<file path="src/rtl/intc_pkg.sv">
// Shared definitions for the interrupt-controller priority loader:
// default widths, access timeout and the one-hot sequencer states.
package intc_pkg;

  localparam int DEF_DATA_WIDTH = 16;
  localparam int DEF_INTR_WIDTH = 16;
  localparam int DEF_INTR_ADDR  = 4;
  localparam int DEF_TIMEOUT    = 15;

  typedef enum logic [5:0] {
    S_IDLE   = 6'b000001,
    S_WR_REQ = 6'b000010,
    S_WR_GAP = 6'b000100,
    S_RD_REQ = 6'b001000,
    S_RD_GAP = 6'b010000,
    S_DONE   = 6'b100000
  } state_t;

  // A request phase is active (valid held towards the controller).
  function automatic logic is_req(state_t s);
    return (s == S_WR_REQ) || (s == S_RD_REQ);
  endfunction

  // Any state that belongs to a running sequence.
  function automatic logic is_busy(state_t s);
    return (s == S_WR_REQ) || (s == S_WR_GAP) || (s == S_RD_REQ) || (s == S_RD_GAP);
  endfunction

endpackage

</file>
<file path="src/rtl/intc_bus_req.sv">
// Single-access handshake engine for the controller register port.
// A launch pulse raises valid; it stays up until ready is seen (ack) or
// the wait counter expires (tmo). Both results are one-cycle pulses.
module intc_bus_req
  import intc_pkg::*;
#(
  parameter int TIMEOUT = DEF_TIMEOUT
) (
  input  logic i_clk,
  input  logic i_rst_n,
  input  logic i_launch,
  input  logic i_ready,
  output logic o_valid,
  output logic o_ack,
  output logic o_tmo
);

  localparam int CW = $clog2(TIMEOUT + 1);

  logic          r_valid;
  logic [CW-1:0] r_cnt;

  assign o_valid = r_valid;
  assign o_ack   = r_valid & i_ready;
  // Expires on the TIMEOUT-th request cycle without ready.
  assign o_tmo   = r_valid & ~i_ready & (r_cnt == CW'(TIMEOUT - 1));

  // Valid flag and wait counter; counter restarts with every new access.
  always_ff @(posedge i_clk) begin
    if (!i_rst_n) begin
      r_valid <= 1'b0;
      r_cnt   <= '0;
    end else if (i_launch) begin
      r_valid <= 1'b1;
      r_cnt   <= '0;
    end else if (o_ack || o_tmo) begin
      r_valid <= 1'b0;
    end else if (r_valid) begin
      r_cnt   <= r_cnt + 1'b1;
    end
  end

endmodule

</file>
<file path="src/rtl/intc_prio_loader.sv">
// Priority-table loader: captures a table on start, writes every entry to
// the interrupt controller, optionally reads each back and compares.
// All outputs come straight from flops.
module intc_prio_loader
  import intc_pkg::*;
#(
  parameter int DATA_WIDTH = DEF_DATA_WIDTH,
  parameter int INTR_WIDTH = DEF_INTR_WIDTH,
  parameter int INTR_ADDR  = DEF_INTR_ADDR,
  parameter bit VERIFY     = 1'b1,
  parameter int TIMEOUT    = DEF_TIMEOUT
) (
  input  logic                            clk_i,
  input  logic                            rst_ni,
  input  logic                            start_i,
  input  logic [INTR_WIDTH*INTR_ADDR-1:0] prio_table_i,
  output logic [DATA_WIDTH-1:0]           addr_o,
  output logic [DATA_WIDTH-1:0]           wr_data_o,
  output logic                            wr_en_o,
  output logic                            rd_en_o,
  output logic                            valid_o,
  input  logic                            ready_i,
  input  logic [DATA_WIDTH-1:0]           rd_data_i,
  output logic                            busy_o,
  output logic                            done_o,
  output logic                            err_o,
  output logic                            err_timeout_o,
  output logic [INTR_ADDR-1:0]            err_idx_o
);

  state_t                          r_state, w_state_n;
  logic [INTR_WIDTH*INTR_ADDR-1:0] r_tab, w_tab_n;
  logic [INTR_ADDR-1:0]            r_idx, w_idx_n;
  logic                            r_err, w_err_n;
  logic                            r_tmo, w_tmo_n;
  logic [INTR_ADDR-1:0]            r_err_idx, w_err_idx_n;

  logic [DATA_WIDTH-1:0]           r_addr, r_wdata;
  logic                            r_wr_en, r_rd_en, r_busy, r_done;

  logic                            w_last, w_launch, w_ack, w_tmo_p, w_valid;
  logic [INTR_ADDR-1:0]            w_entry, w_entry_n;
  logic [DATA_WIDTH-1:0]           w_entry_ext;

  assign w_entry     = r_tab[r_idx*INTR_ADDR +: INTR_ADDR];
  assign w_entry_n   = w_tab_n[w_idx_n*INTR_ADDR +: INTR_ADDR];
  assign w_entry_ext = DATA_WIDTH'(w_entry);
  assign w_last      = (r_idx == INTR_ADDR'(INTR_WIDTH - 1));
  // A new access starts whenever the sequencer moves into a request state.
  assign w_launch    = is_req(w_state_n) && !is_req(r_state);

  intc_bus_req #(.TIMEOUT(TIMEOUT)) u_bus (
    .i_clk    (clk_i),
    .i_rst_n  (rst_ni),
    .i_launch (w_launch),
    .i_ready  (ready_i),
    .o_valid  (w_valid),
    .o_ack    (w_ack),
    .o_tmo    (w_tmo_p)
  );

  // Next-state, index, table and error-flag decisions.
  always_comb begin
    w_state_n   = r_state;
    w_tab_n     = r_tab;
    w_idx_n     = r_idx;
    w_err_n     = r_err;
    w_tmo_n     = r_tmo;
    w_err_idx_n = r_err_idx;
    case (r_state)
      S_IDLE: begin
        if (start_i) begin
          w_tab_n     = prio_table_i;
          w_idx_n     = '0;
          w_err_n     = 1'b0;
          w_tmo_n     = 1'b0;
          w_err_idx_n = '0;
          w_state_n   = S_WR_REQ;
        end
      end
      S_WR_REQ: begin
        if (w_tmo_p) begin
          w_err_n     = 1'b1;
          w_tmo_n     = 1'b1;
          w_err_idx_n = r_idx;
          w_state_n   = S_DONE;
        end else if (w_ack) begin
          w_state_n = S_WR_GAP;
        end
      end
      S_WR_GAP: begin
        if (w_last) begin
          w_idx_n   = '0;
          w_state_n = VERIFY ? S_RD_REQ : S_DONE;
        end else begin
          w_idx_n   = r_idx + 1'b1;
          w_state_n = S_WR_REQ;
        end
      end
      S_RD_REQ: begin
        if (w_tmo_p) begin
          w_err_n     = 1'b1;
          w_tmo_n     = 1'b1;
          w_err_idx_n = r_idx;
          w_state_n   = S_DONE;
        end else if (w_ack) begin
          w_state_n = S_RD_GAP;
          // Mismatches are recorded but the read-back keeps going.
          if (rd_data_i != w_entry_ext) begin
            w_err_n = 1'b1;
            if (!r_err) w_err_idx_n = r_idx;
          end
        end
      end
      S_RD_GAP: begin
        if (w_last) begin
          w_idx_n   = '0;
          w_state_n = S_DONE;
        end else begin
          w_idx_n   = r_idx + 1'b1;
          w_state_n = S_RD_REQ;
        end
      end
      S_DONE:  w_state_n = S_IDLE;
      default: w_state_n = S_IDLE;
    endcase
  end

  // State, table, error flags and registered port outputs.
  always_ff @(posedge clk_i) begin
    if (!rst_ni) begin
      r_state   <= S_IDLE;
      r_tab     <= '0;
      r_idx     <= '0;
      r_err     <= 1'b0;
      r_tmo     <= 1'b0;
      r_err_idx <= '0;
      r_addr    <= '0;
      r_wdata   <= '0;
      r_wr_en   <= 1'b0;
      r_rd_en   <= 1'b0;
      r_busy    <= 1'b0;
      r_done    <= 1'b0;
    end else begin
      r_state   <= w_state_n;
      r_tab     <= w_tab_n;
      r_idx     <= w_idx_n;
      r_err     <= w_err_n;
      r_tmo     <= w_tmo_n;
      r_err_idx <= w_err_idx_n;
      r_busy    <= is_busy(w_state_n);
      r_done    <= (w_state_n == S_DONE);
      r_wr_en   <= (w_state_n == S_WR_REQ);
      r_rd_en   <= (w_state_n == S_RD_REQ);
      r_addr    <= is_req(w_state_n) ? DATA_WIDTH'(w_idx_n) : '0;
      r_wdata   <= (w_state_n == S_WR_REQ) ? DATA_WIDTH'(w_entry_n) : '0;
    end
  end

  assign addr_o        = r_addr;
  assign wr_data_o     = r_wdata;
  assign wr_en_o       = r_wr_en;
  assign rd_en_o       = r_rd_en;
  assign valid_o       = w_valid;
  assign busy_o        = r_busy;
  assign done_o        = r_done;
  assign err_o         = r_err;
  assign err_timeout_o = r_tmo;
  assign err_idx_o     = r_err_idx;

endmodule

</file>
<file path="config.mk">
export PLATFORM = sky130hd
export DESIGN_NAME = intc_prio_loader
export DESIGN_NICKNAME = d
export VERILOG_FILES = /design/src/rtl/intc_pkg.sv /design/src/rtl/intc_bus_req.sv /design/src/rtl/intc_prio_loader.sv
export SDC_FILE = /design/constraint.sdc
export NUM_CORES = 1
export LEC_CHECK = 0
export BUFFER_PORTS_ARGS = -buffer_cell sky130_fd_sc_hd__clkbuf_2
export CAP_MARGIN = 20
export CORE_MARGIN = 4
export CORE_UTILIZATION = 45
export CTS_CLUSTER_SIZE = 12
export DETAILED_ROUTE_END_ITERATION = 10
export PLACE_DENSITY = 0.75
export SETUP_SLACK_MARGIN = 0.3
export SYNTH_ARGS = -nofsm -noshare
export SYNTH_HDL_FRONTEND = slang
export SYNTH_SLANG_ARGS = --single-unit
</file>
<file path="constraint.sdc">
create_clock -name clk_i -period 3.15 [get_ports clk_i]
set_clock_uncertainty 0.1 [all_clocks]
set_input_delay 0.1575 -clock clk_i [delete_from_list [all_inputs] [get_ports clk_i]]
set_output_delay 0.1575 -clock clk_i [all_outputs]
set_load 0.03 [all_outputs]
</file>
==> impl_metrics.toml, run 1 <==
[timing]
fmax_ghz = 0.352
fin_crit_sh_pct = 90.1
finalWorstSetupSlack_ps = 313
setup_viol = 0
slew-limit-headroom_pct = 52.1
finalHoldViolations = 1
rsz0062_at_grt = "yes"
finalSetupTns_ps = 0
max_slew.worst_pin.slew_ps = 713
fin_hold_ws_ps = -5.34
finalCriticalPeriod_ps = 2840
drv_slew = 0

[critical_path]
cp_cell_sequence = "or4_4 -> nor4_4 -> a21o_2 -> buf_12 -> mux2i_1 -> a221oi_2 -> a211oi_1 -> a211oi_1"
reg2reg_slack_ps = 310
cp_max_fo = 21
crit_required_ps = 3280
criticalPathCategory = "reg -> reg"
cp.arrival_ps = 2970
cp_slowest_stage_delay_ps = 590
cpMostUsedCell = "a211oi_1"
cp-start-kind = "register"
endpoint_kind = "register"
critPathSlowestCell = "or4_4"

[clock_tree]
clockRootBuffer = "clkbuf_16"
path_clk_slew_ps = 60
clock_latency_ps = 350
htreeDepth = 3
clockBufferDepth = 2
cts_tree = "built"
cts_buffers = 9
post_cts_buffers = 0
cts_sinks = 97

[global_route]
antenna_found_initial = 0
grt_overflow = 0
grt_pass1_vias = 4839
track_usage_pct = 22.0
grt_pass1_wl_microns = 24600
grt_max_degree = 81

[final_layout]
final_util_pct = 58.6
fin_nets = 832
layoutNonFillerInstCount = 892
multi_input_area_sq_mm = 0.00311
fillers = 1024
synthToLayoutAreaGrowth_pct = 25.9
final_cell_mix = "143 x nand2_1, 102 x clkbuf_2, 96 x dfxtp_1, 58 x a21boi_0, 57 x dlygate4sd3_1"
num_antenna_cells = 0
layout_commonest_cell = "nand2_1"
regArea_sq_mm = 0.00194
stdcell_area_sq_mm = 0.00678
drive_gt1_share_pct = 22.2

[logic_synthesis]
avgSynthCellArea_sq_um = 8.94
synth_seq_cells = 97
yosysSeqAreaShare_pct = 36.1
ys_async_sr_fraction_pct = 0
synth-edff-count = 0
postSynth.topFlopCell = "dfxtp_1"
syn_area_sq_mm = 0.00538
netlist_instances = 602
synth.distinct_cells = 56
yosys_warnings = 0

[place]
io_buffers = 102
placed_cell_area_sq_mm = 0.00589
place_hpwl_microns = 10900
place_congestion = 0.887
place_inst = 819
dpl_worst_slack_ps = 283

[die]
die_x_microns = 117
dieArea_sq_mm = 0.0138
die_h_microns = 117
initial_core_util_pct = 46.6
fp-row-count = 39
pin_count = 127
core_sq_mm = 0.0116

[run]
maxCapViolCount = 0

[pwr]
p_leak_nw = 2.63
cellPowerDensity_mw_per_mm2 = 428
ir_drop_mv = 0.305
total_power_mw = 2.90

[detailed_routing]
drt_iter0_drc = 387
dr.pass1.iters = 5
dr_total_vias = 4955
vias_per_cell = 5.55
wire_per_inst_microns = 17.7
drt-total-wl_microns = 15800
route.detailed.drc = 0
ant_nets = 0

[hold_path]
hold_class = "in -> reg"

[outcome]
outcome = "finished with violations"
violations = "hold timing"
==> report_power, final <==
part	switching, mW	total (mW)	internal, mW
clock network	0.478	1.08	0.607
logic	0.262	0.471	0.208
registers	0.0594	1.35	1.29
==> final timing paths <==
path	from	end	cells after the start
worst min register to register	r_tab[34]	r_tab[34]	2
worst max-delay path	r_state[1]	wr_data_o[1]	8
worst min-delay path	prio_table_i[55]	r_tab[55]	3
worst max register to register	r_state[1]	wr_data_o[1]	8
==> state kept, by name, indices dropped and copies added, names as in the netlist <==
register,count
wr_en_o,1
busy_o,1
wr_data_o,4
r_state,6
r_idx,4
err_o,1
addr_o,4
done_o,1
rd_en_o,1
u_bus.r_cnt,4
u_bus.o_valid,1
r_tab,64
err_idx_o,4
err_timeout_o,1
==> cell type report <==
class                           count  area share, %
Inverter                            5          0.277
Timing Repair Buffer              177           18.4
Tap cell                          143           2.64
Multi-Input combinational cell    455           45.8
Sequential cell                    97           28.7
Clock inverter                      6          0.886
Clock buffer                        9           3.32
==> repair_timing <==
item,in CTS,in global routing
hold endpoints to repair,57,0
setup endpoints to repair,0,6
resized for setup,0,2
hold buffers,57,0
==> Yosys cell counts (all sizes together) (2+ instances only) <==
cell type | count | area (sq um)
nand3 | 13 | 65.1
mux2i | 54 | 541
nor4 | 9 | 77.6
nand2 | 143 | 537
a21oi | 7 | 35.0
nand2b | 3 | 18.8
mux2 | 2 | 22.5
a31oi | 3 | 18.8
and2 | 9 | 56.3
and3 | 3 | 18.8
o21a | 2 | 15.0
ha | 3 | 37.5
a221oi | 7 | 67.6
nor2b | 5 | 31.3
xnor2 | 2 | 17.5
mux4 | 19 | 428
clkbuf | 28 | 105
xor2 | 7 | 61.3
a211oi | 9 | 72.6
inv | 5 | 18.8
o21ai | 13 | 68.8
dfxtp | 97 | 1940
a22oi | 9 | 67.6
nor2 | 23 | 86.3
o211a | 2 | 20.0
a21boi | 64 | 480
buf | 40 | 309
nor3 | 5 | 25.0
==> logic make-up (layout without fill, tap and decap cells) <==
| kind of cell | Yosys count | count (layout) | share of synthesized area, % |
|---|---|---|---|
| buf+inv | 73 | 197 | 8.04 |
| fa+ha+maj | 3 | 3 | 0.697 |
| simple gates | 218 | 218 | 17.8 |
| mux | 75 | 75 | 18.4 |
| flops | 97 | 97 | 36.1 |
| other cells | 1 | 24 | 0.0697 |
| xor+xnor | 9 | 9 | 1.46 |
| compound gates | 126 | 126 | 17.5 |
==> metal layers <==
layer | track usage [%] | routed length (microns) | part of all wire, %
met2 | 39.5 | 8090 | 51
met4 | 7.70 | 478 | 3.0
met3 | 4.67 | 876 | 5.6
met1 | 25.8 | 6310 | 40
met5 | 0 | 0 | 0
==> critical path: cells and delay by family, from the launching register on <==
family,cells,cell delay (ps)
flip-flops,1,390
AO/OA/AOI/OAI,4,1000
AND/OR/NAND/NOR,2,890
buffers and inverters,1,210
multiplexers,1,110
Power figures use the tool's default switching activity.
==> run 2, diff against run 1 <==
Settings changed: HOLD_SLACK_MARGIN set to 0.05.
==> run 2 against run 1 <==
Net effect:
- the run now ends clean
- clock power about the same
- maximum frequency rose by 1.0%
- wire length shrank 0.22%
- total power about the same
- sequential share of layout area fell by 0.084 points
- largest power group unchanged
- largest cell class unchanged
- critical path type unchanged
- sequential power about the same
- final cell count grew 0.22%
- highest routed layer unchanged
- hold slack improved by 120 ps
- combinational power is essentially flat
- first-iteration DRC count is 16% higher
- non-clock buffer count rose by 2
- global-route usage unchanged
==> impl_metrics.toml, run 2 (same netlist as run 1, synthesis figures left out) <==
[outcome]
outcome = "finished, final reports clean"

[critical_path]
cp-start-kind = "register"
cpMostUsedCell = "a211oi_1"
endpoint_kind = "register"
critPathSlowestCell = "or4_4"
cp_max_fo = 21
cp_cell_sequence = "or4_4 -> nor4_4 -> a21o_2 -> buf_12 -> mux2i_1 -> a221oi_2 -> a211oi_1 -> a211oi_1"
cp_slowest_stage_delay_ps = 590
cp_num_buf_inv = 1
criticalPathCategory = "reg -> reg"
critPathTopFamily = "compound AO/OA/AOI/OAI gates"
crit_required_ps = 3280
cp.arrival_ps = 2940

[global_route]
track_usage_pct = 22.0
grt_pass1_wl_microns = 24600
grt_pass1_vias = 4835
grt_overflow = 0
grt_max_degree = 81
antenna_found_initial = 0

[pwr]
total_power_mw = 2.90
p_int_mw = 2.11
p_leak_nw = 2.64
ir_drop_mv = 0.306
p_switching_mw = 0.795
power_frac_comb_pct = 16.3
pwr-share-seq_pct = 46.5
p_clk_share_pct = 37.2
switching_share_pct = 27.4
cellPowerDensity_mw_per_mm2 = 427

[final_layout]
fin_nets = 834
multi_input_area_sq_mm = 0.00311
fillers = 1022
drive_gt1_share_pct = 22.1
synthToLayoutAreaGrowth_pct = 26.3
regArea_sq_mm = 0.00194
regMostFlops = "r_tab"
final_cell_mix = "143 x nand2_1, 102 x clkbuf_2, 96 x dfxtp_1, 59 x dlygate4sd3_1, 58 x a21boi_0"
layout_commonest_cell = "nand2_1"
num_antenna_cells = 0
layoutNonFillerInstCount = 894
largest_register_ffs = 64
reg_top3 = "r_tab: 64 flops, r_state: 6 flops"

[clock_tree]
cts_tree = "built"
htreeDepth = 3
clock_latency_ps = 350
post_cts_buffers = 0
cts_sinks = 97
clockBufferDepth = 2
path_clk_slew_ps = 70
cts_buffers = 9
clockRootBuffer = "clkbuf_16"

[timing]
finalCriticalPeriod_ps = 2810
drv_slew = 0
finalSetupTns_ps = 0
max_slew.worst_pin.slew_ps = 704
setup_viol = 0
slew-limit-headroom_pct = 52.7
rsz0062_at_grt = "yes"
finalWorstSetupSlack_ps = 341
finalHoldViolations = 0
fmax_ghz = 0.356
fin_crit_sh_pct = 89.2

[detailed_routing]
wl_met1_microns = 6350
dr_total_vias = 4963
wl_met3_microns = 754
vias_per_cell = 5.55
drt_iter0_drc = 450
dr.pass1.iters = 5
wl_met2_microns = 8100
wire_per_inst_microns = 17.6
route.detailed.drc = 0
drt-total-wl_microns = 15700
ant_nets = 0
maxUsedRoutingLayer = "met4"

[die]
core_sq_mm = 0.0116
initial_core_util_pct = 46.6
die_h_microns = 117
fp-row-count = 39
pin_count = 127
dieArea_sq_mm = 0.0138
die_x_microns = 117

[place]
place_inst = 819
place_congestion = 0.887
dpl_worst_slack_ps = 283
io_buffers = 102
place_hpwl_microns = 10900

[run]
maxCapViolCount = 0

[hold_path]
hold_class = "in -> reg"
[run 2: timing repair]
item                       in CTS  in global routing
setup endpoints to repair       0                  6
gates resized for setup         0                  2
hold buffers                   59                  0
hold endpoints to repair       59                  0
[run 2: per-layer routing]
layer	vias up	track usage, %
met5	-	0
met4	0	7.70
met3	44	4.67
met2	169	39.5
met1	2397	25.8
li1	2353	-
[run 2: final timing paths]
path	startpoint	endpoint	slack (ps)	cells past startpoint
max	r_state[1]	wr_data_o[1]	340	8
min	rst_ni	u_bus.o_valid	120	2
max reg2reg	r_state[1]	wr_data_o[1]	340	8
min reg2reg	err_idx_o[1]	err_idx_o[1]	370	2
[run 2: area by class of cell]
class                           instances  share of cell area (%)
Multi-Input combinational cell        455                    45.7
Clock inverter                          6                   0.883
Clock buffer                            9                    3.31
Timing Repair Buffer                  179                    18.6
Inverter                                5                   0.276
Sequential cell                        97                    28.6
Tap cell                              143                    2.63
[run 2: worst register-to-register path: stages (launching register included)]
cell      delay [ps]
dfxtp_1          380
or4_4            590
nor4_4           300
a21o_2           200
buf_12           210
mux2i_1          130
a221oi_2         360
a211oi_1         130
a211oi_1         310
[run 2: power groups by stage]
stage                     registers [mW]  clock network, mW  logic [mW]
after CTS                           1.35               1.10       0.465
after global routing                1.35               1.14       0.516
after floorplan                     1.36                  0       0.289
after global placement              1.37                  0       0.397
final                               1.35               1.08       0.472
after detailed placement            1.37                  0       0.406
[run 2: per-stage QoR]
step,hold WS (ps),util [%],area [sq um]
after floorplan,202,-,5470
after global placement,291,51.0,5890
after detailed placement,301,51.0,5890
after CTS,105,58.5,6770
after global routing,118,58.8,6800
final,117,58.8,6800
